`src/rtl/i2c_data_out.sv`:
```
// I2C slave transmit path for master-read transactions: shifts a preloaded byte buffer
// MSB-first onto SDA (open-drain), releases SDA for the 9th clock and samples ACK/NACK.
module i2c_data_out #(
   parameter int unsigned NUM_BYTES = 6
) (
   input  logic                           FPGA_clk,
   input  logic                           rst,
   input  logic                           SCL,
   input  logic                           SCL_prev,
   input  logic                           SDA,
   input  logic                           SDA_prev,
   input  logic                           enable,
   input  logic                           load,
   input  logic [7:0]                     tx_data [NUM_BYTES-1:0],
   output logic                           SDA_down,
   output logic                           busy,
   output logic                           done,
   output logic                           nack,
   output logic [$clog2(NUM_BYTES+1)-1:0] byte_count
);

   localparam int unsigned CntW = $clog2(NUM_BYTES + 1);
   localparam int unsigned IdxW = (NUM_BYTES > 1) ? $clog2(NUM_BYTES) : 1;

   typedef enum logic [2:0] {StIdle, StShift, StAck, StAckWait, StDone} state_e;

   state_e          state;
   logic [7:0]      tx_buf [NUM_BYTES-1:0];
   logic [IdxW-1:0] byte_idx;
   logic [IdxW-1:0] next_byte_idx;
   logic [2:0]      bit_idx;
   logic            acked;
   logic            first_msb;

   logic scl_rise, scl_fall, stop, start, abort;

   assign scl_rise = SCL & ~SCL_prev;
   assign scl_fall = ~SCL & SCL_prev;
   assign stop     = SCL & SCL_prev & SDA & ~SDA_prev;
   assign start    = SCL & SCL_prev & ~SDA & SDA_prev;
   assign abort    = stop | start | ~enable;

   assign next_byte_idx = (byte_idx == IdxW'(NUM_BYTES - 1)) ? '0 : byte_idx + 1'b1;
   // A load coinciding with the grant must still put the freshly loaded MSB on the bus.
   assign first_msb     = load ? tx_data[0][7] : tx_buf[0][7];
   assign busy          = (state != StIdle);

   always_ff @(posedge FPGA_clk or posedge rst) begin
      if (rst) begin
         state      <= StIdle;
         SDA_down   <= 1'b0;
         done       <= 1'b0;
         nack       <= 1'b0;
         byte_count <= '0;
         byte_idx   <= '0;
         bit_idx    <= 3'd7;
         acked      <= 1'b0;
         for (int i = 0; i < int'(NUM_BYTES); i++) tx_buf[i] <= 8'h00;
      end else begin
         done <= 1'b0;
         if (state != StIdle && abort) begin
            state    <= StIdle;
            SDA_down <= 1'b0;
         end else begin
            unique case (state)
               StIdle: begin
                  if (load) begin
                     for (int i = 0; i < int'(NUM_BYTES); i++) tx_buf[i] <= tx_data[i];
                  end
                  if (enable && !SCL) begin
                     state      <= StShift;
                     byte_idx   <= '0;
                     bit_idx    <= 3'd7;
                     SDA_down   <= ~first_msb;
                     nack       <= 1'b0;
                     byte_count <= '0;
                  end
               end
               StShift: begin
                  if (scl_fall) begin
                     if (bit_idx != 3'd0) begin
                        bit_idx  <= bit_idx - 3'd1;
                        SDA_down <= ~tx_buf[byte_idx][bit_idx - 3'd1];
                     end else begin
                        SDA_down <= 1'b0;
                        state    <= StAck;
                     end
                  end
               end
               StAck: begin
                  SDA_down <= 1'b0;
                  if (scl_rise) begin
                     acked <= ~SDA;
                     if (byte_count < CntW'(NUM_BYTES)) byte_count <= byte_count + 1'b1;
                     state <= StAckWait;
                  end
               end
               StAckWait: begin
                  if (scl_fall) begin
                     if (acked) begin
                        byte_idx <= next_byte_idx;
                        bit_idx  <= 3'd7;
                        SDA_down <= ~tx_buf[next_byte_idx][7];
                        state    <= StShift;
                     end else begin
                        done  <= 1'b1;
                        nack  <= 1'b1;
                        state <= StDone;
                     end
                  end
               end
               StDone: begin
                  SDA_down <= 1'b0;
                  state    <= StIdle;
               end
               default: begin
                  SDA_down <= 1'b0;
                  state    <= StIdle;
               end
            endcase
         end
      end
   end

endmodule

```
`config.mk`:
```
export PLATFORM = sky130hd
export DESIGN_NAME = i2c_data_out
export DESIGN_NICKNAME = d
export VERILOG_FILES = /design/src/rtl/i2c_data_out.sv
export SDC_FILE = /design/constraint.sdc
export NUM_CORES = 1
export LEC_CHECK = 0
export CAP_MARGIN = 5
export CORE_MARGIN = 3
export CORE_UTILIZATION = 35
export DETAILED_ROUTE_END_ITERATION = 8
export PLACE_DENSITY_LB_ADDON = 0.2
export SLEW_MARGIN = 20
export SYNTH_ARGS = -nofsm -noshare
export SYNTH_HDL_FRONTEND = slang
export SYNTH_SLANG_ARGS = --single-unit
```
`constraint.sdc`:
```
create_clock -name FPGA_clk -period 2.5 [get_ports FPGA_clk]
set_clock_uncertainty 0.05 [all_clocks]
set_input_delay 0.5 -clock FPGA_clk [delete_from_list [all_inputs] [get_ports FPGA_clk]]
set_output_delay 0.5 -clock FPGA_clk [all_outputs]
set_load 0.1 [all_outputs]
```
* Word level (Yosys, flattened, before mapping)
Index checks and enable logic that the tools add are counted.
** Word-level totals
- Word-level logic and storage cells :: 118
- Input port bits :: 56
- Output and inout bits :: 7
- Flip-flop bits (word level) :: 64
** Cells by class
- Bitwise operators :: 18
- Eq/ne operators :: 18
- Reductions and logical operators :: 17
- Mux-type cells :: 44
- Add/subtract/negate cells :: 3
- Order comparisons :: 4
** Operators with widths (count)
- 3-bit 2-to-1 mux :: 18
- 8-bit binary-select mux with 3-bit select :: 2
- 5-bit AND reduction :: 4
- 3-bit inequality test (second input constant) :: 6
- 8-bit 2-to-1 mux :: 2
- 2-bit inequality test (second input constant) :: 8
- 1-bit 2-to-1 mux :: 15
- 3-bit by 4-bit less-than comparator with 1-bit output (second input constant) :: 3
- 3-bit one-hot mux with 2 select lines :: 2
- 3-bit one-hot mux with 4 select lines :: 1
- 1-bit inverter :: 9
- 3-bit one-hot mux with 3 select lines :: 1
- 3-bit nonzero test :: 3
- 1-bit AND :: 7
- 7-bit AND reduction :: 1
- 3-bit by 1-bit adder with 3-bit output (second input constant) :: 2
- 3-bit by 2-bit equality test with 1-bit output (second input constant) :: 2
- 3-bit AND reduction :: 2
- 4-bit AND reduction :: 1
- 2-bit nonzero test :: 2
- 1-bit binary-select mux with 3-bit select :: 1
- 3-bit by 1-bit equality test with 1-bit output (second input constant) :: 1
- 3-bit equality test (second input constant) :: 1
- 3-bit logical NOT :: 1
- 7 further kinds :: 9

* Logic depth before layout (Yosys ltp)
- Word-level depth :: 9
- Mapped depth :: 8
- Depth with buffers taken out :: 7

* Worst setup path after synthesis
OpenSTA, ideal clock, no wires.
- Kind :: reg-to-reg
- From :: register bit_idx[0]
- To :: register SDA_down
- Library setup time :: 104 ps
- Period minus slack after synthesis :: 2561 ps
- Buffers on the path :: 2
- Data arrival time :: 2407 ps
- Cell stages (with the launch flop) :: 9
- Path slack :: -61 ps
- Data required time :: 2346 ps
- Cell sequence :: dfstp_2 > buf_6 > inv_1 > ha_1 > clkbuf_2 > mux4_2 > mux4_1 > nor3b_1 > o311ai_1
** On the way
- Longest elaborated chain between the ends :: 8
- Elaborated cells on any way between the ends :: 9
- Those cells by class :: 1 x add/sub; 6 x mux; 1 x bitwise; 1 x reduce/logical
** RTL lines
- start, declared :: line 31 : logic [2:0] bit_idx;
- start signal, assigned :: line 82 : bit_idx <= bit_idx - 3'd1;
- 3-bit by 1-bit subtractor with 3-bit output :: line 83 : SDA_down <= ~tx_buf[byte_idx][bit_idx - 3'd1];
- 1-bit binary-select mux with 3-bit select :: line 83
- 1-bit 2-to-1 mux (implied by the code) :: line 83
- 1-bit inverter :: line 83
- 1-bit 2-to-1 mux * :: line 81 : if (bit_idx != 3'd0) begin
- 1-bit 2-to-1 mux * :: line 80 : if (scl_fall) begin
- 1-bit one-hot mux with 3 select lines * :: line 65 : unique case (state)
- 1-bit 2-to-1 mux * :: line 61 : if (state != StIdle && abort) begin
- end signal, assigned :: line 74 : SDA_down <= ~first_msb;
- end signal, assigned :: line 83
- end signal, assigned :: line 103 : SDA_down <= ~tx_buf[next_byte_idx][7];
- end, declared :: line 15 : output logic SDA_down,
Mark *: on every way between the ends. The rest lies on a longest branch, timed or not. The select of a mux whose other input is x is not followed.
A chain may end at the register's enable or synchronous reset.

* Final worst setup path
Same ends and word-level chain as after synthesis.

==> summary.md <==
| Metric | Value |
|---|---|
| Seq/Total Area, Yosys | `0.4910` |
| Synth cell types | `50` |
| Clock root cell | `clkbuf_8` |
| Vias in the first global route | `2417` |
| Hold-fix buffers, CTS | `0` |
| Syn Inst Count | `249` |
| Post-synth top area cell | `dfrtp_1` |
| Starting Density | `0.3677` |
| Largest net degree at the start of global routing | `65` |
| Drt via density | `5.188` |
| Skew-Pair Late Insertion Delay | `0.34 ns` |
| Layout area overhead | `32.49%` |
| CTS clk-pin slew, worst paths | `0.07 ns` |
| Yosys top cell area share | `0.4669` |
| Cell count after placement | `424` |
| Async set or reset register ratio after synthesis | `1.000` |
| Max FO, Critical Path | `3` |
| Req. time, crit path | `2.69 ns` |
| RSZ-0062 raised after global routing | `yes` |
| Final Cell Area | `4332 um2` |
| Cell family with most CP delay | `multiplexers` |
| Row count | `34` |
| H-Tree Depth | `3` |
| Fraction of layout cells with a size suffix above 1 | `0.3423` |
| Crit path max-delay cell type | `dfstp_2` |
| Cts bufs inserted | `9` |
| Violation count after the first detailed-routing iteration | `79` |
| Setup TNS Final | `0 ns` |
| Worst path max stage delay | `0.55 ns` |
| DP Worst Slack | `-0.01528 ns` |
| Final hold slack | `0.4547 ns` |
| Type of the worst setup path | `reg2reg` |
| Routed WL | `7103 um` |
| WP data arrival | `2.61 ns` |
| Crit-path cells | `inv_2 > ha_4 > mux4_2 > mux4_2 > nor3b_1 > o311ai_1` |
| Bufs and invs on worst path | `1` |
| Post-synth EDFFs | `0` |
| Initial antenna violation count | `0` |
| Final Non-Filler Cells | `441` |
| Hold Path Class | `reg2reg` |
| Post-DRT Antenna Nets | `0` |
| Top_reg_cell synth | `dfrtp_1` |
| I/O Pins | `63` |
| Tmin final | `2.421 ns` |
| Area of the multi-input gates | `1570 um2` |
| Peak supply drop | `591.2 uV` |
| Synthesized cell area | `3269 um2` |
| PwrDens | `1161 nW/um2` |
| Post-route DRC violation count | `0` |
| Slew HR | `0.6518` |
| GPL Wtd Cong | `0.8643` |
| Worst setup EP type | `flip-flop` |
| Total GRT Usage | `0.1442` |
| Tcrit/Tclk final | `0.9683` |
| Fillcell total | `775` |
| Ant. Diodes | `0` |
| Core area | `8891 um2` |
| Storage element area | `1605 um2` |
| Num Clock Sinks | `64` |
| Net count, final | `387` |
| Vias | `2288` |
| Leakage power | `1.793 nW` |
| Status | `finished, final reports clean` |
| Final hold violations | `0` |
| Crit start category | `flip-flop` |
| DIE HEIGHT | `102.7 um` |
| Post-Syn Nets | `308` |
| Final Slew Violations | `0` |
| First-pass GRT wire length | `11700 um` |
| Synth warn | `0` |
| Setup-failing EPs final | `0` |
| CTS tree | `yes` |
| Die ar. | `10540 um2` |
| Worst-Margin Slew | `0.5212 ns` |
| Pre-antenna DRT Iters | `4` |
| Setup ws final | `0.07930 ns` |
| Hpwl dp | `5183 um` |
| DP Area | `4119 um2` |
| Maximum clock frequency | `413.1 MHz` |
| Register bit total from synthesis | `64` |
| Die Wd | `102.7 um` |
| Max-cap check violation count | `0` |
| WL/cell | `16.11 um` |
| Max Buffers Root-to-Sink | `2` |
| Most Frequent Cell on Critical Path | `mux4_2` |
| Mean post-synth cell area | `13.13 um2` |
| IO buf count | `62` |
| Synth area leaders | `dfrtp_1 47%, mux2_2 17%, mux4_2 6.2%` |
| Congestion Overflow GR | `0` |
## registers in the layout (all words and copies together), names as in the netlist
| signal | count |
|---|---|
| done | 1 |
| byte_idx | 3 |
| bit_idx | 3 |
| byte_count | 3 |
| SDA_down | 1 |
| state | 3 |
| acked | 1 |
| nack | 1 |
| tx_buf | 48 |
## where the power goes
group	internal [W]	switching (W)
Combinational	0.00126	0.00104
Sequential	0.00153	0.000316
Clock	0.000466	0.000418
## layout make-up
class,count,share of cell area
clock buffers,10,0.02946
clock inverters,6,0.01589
inverters,11,0.009532
multi-input cells,161,0.3625
flip-flops and latches,64,0.3706
well taps,108,0.03120
repair buffers,81,0.1808
## final timing paths
| kind | slack, ns | end | cells past startpoint | startpoint |
|---|---|---|---|---|
| worst max-delay path | 0.08 | SDA_down$_DFFE_PP0P_ | 6 | bit_idx[0]$_DFFE_PP1P_ |
| worst min-delay path | 0.45 | tx_buf[2]$_DFFE_PP0P_ | 1 | tx_buf[2]$_DFFE_PP0P_ |
| worst max register to register | 0.08 | SDA_down$_DFFE_PP0P_ | 6 | bit_idx[0]$_DFFE_PP1P_ |
| worst min register to register | 0.45 | tx_buf[2]$_DFFE_PP0P_ | 1 | tx_buf[2]$_DFFE_PP0P_ |
| max in group asynchronous | 1.59 | bit_idx[0]$_DFFE_PP1P_ | 3 | rst |
| min in group asynchronous | 0.49 | state[1]$_DFFE_PP0P_ | 3 | rst |
## what timing repair did
| item | 4_1_cts | 5_1_grt |
|---|---|---|
| endpoints found under the setup margin | 1 | 1 |
| buffers inserted | 1 | 0 |
| gates resized for setup | 0 | 4 |
| pin swaps | 0 | 1 |
## synthesized netlist by cell type (3+ instances only)
cell type / instances
nand2_1: 9
nand2b_1: 7
mux4_2: 9
mux4_1: 5
dfstp_2: 3
o21ai_0: 10
a21oi_1: 6
mux2i_1: 7
inv_1: 10
buf_2: 4
clkbuf_1: 6
nand3_1: 3
dfrtp_1: 61
nor2b_1: 3
nor2_1: 6
nor4_1: 3
mux2_2: 50
ha_1: 3
nor3b_1: 3
and2_1: 3
## cells in the final DEF (no fill, tap or decap), types with 2 or more instances in the layout
cell and count:
buf_4 23, a31oi_1 2, a211oi_1 2, and2_1 2
ha_1 2, buf_12 3, o21ai_0 10, nor4_1 3
clkdlybuf4s50_1 55, mux2_2 50, clkinv_4 2, nand2_1 9
a21oi_1 6, inv_1 7, o2111ai_1 2, nor2b_1 3
nor2_1 6, o31ai_1 2, clkbuf_8 9, mux4_1 4
dfrtp_1 61, nand3_1 3, mux2i_1 7, mux4_2 10
nand2b_1 7, and3_1 2, nor3b_1 3, a22o_1 2
nor3_1 2, inv_2 4, o311ai_0 2, dfstp_2 3
## kinds of logic (layout without fill, tap and decap cells)
| family | Yosys count | count (layout) | synth area share |
|---|---|---|---|
| fa+ha+maj | 3 | 3 | 0.01148 |
| compound gates | 38 | 38 | 0.08343 |
| xor+xnor | 2 | 2 | 0.005359 |
| flops | 64 | 64 | 0.4910 |
| mux | 71 | 71 | 0.2958 |
| buf+inv | 24 | 108 | 0.03176 |
| simple gates | 47 | 47 | 0.08113 |
## stage by stage
| stage | total power [W] | util |
|---|---|---|
| after floorplan | 0.003499 | - |
| after global placement | 0.004096 | 0.4633 |
| after detailed placement | 0.004148 | 0.4633 |
| after CTS | 0.005063 | 0.4862 |
| after global routing | 0.005368 | 0.4872 |
| final | 0.005028 | 0.4872 |
## routing by layer
layer | routed length [um] | vias to the layer above | track usage
met5 | 0 | - | 0
met4 | 40 | 0 | 0.03330
met3 | 331 | 4 | 0.04601
met2 | 3401 | 62 | 0.2284
met1 | 3329 | 1125 | 0.1943
li1 | - | 1097 | -
(Power assumes the default switching activity.)
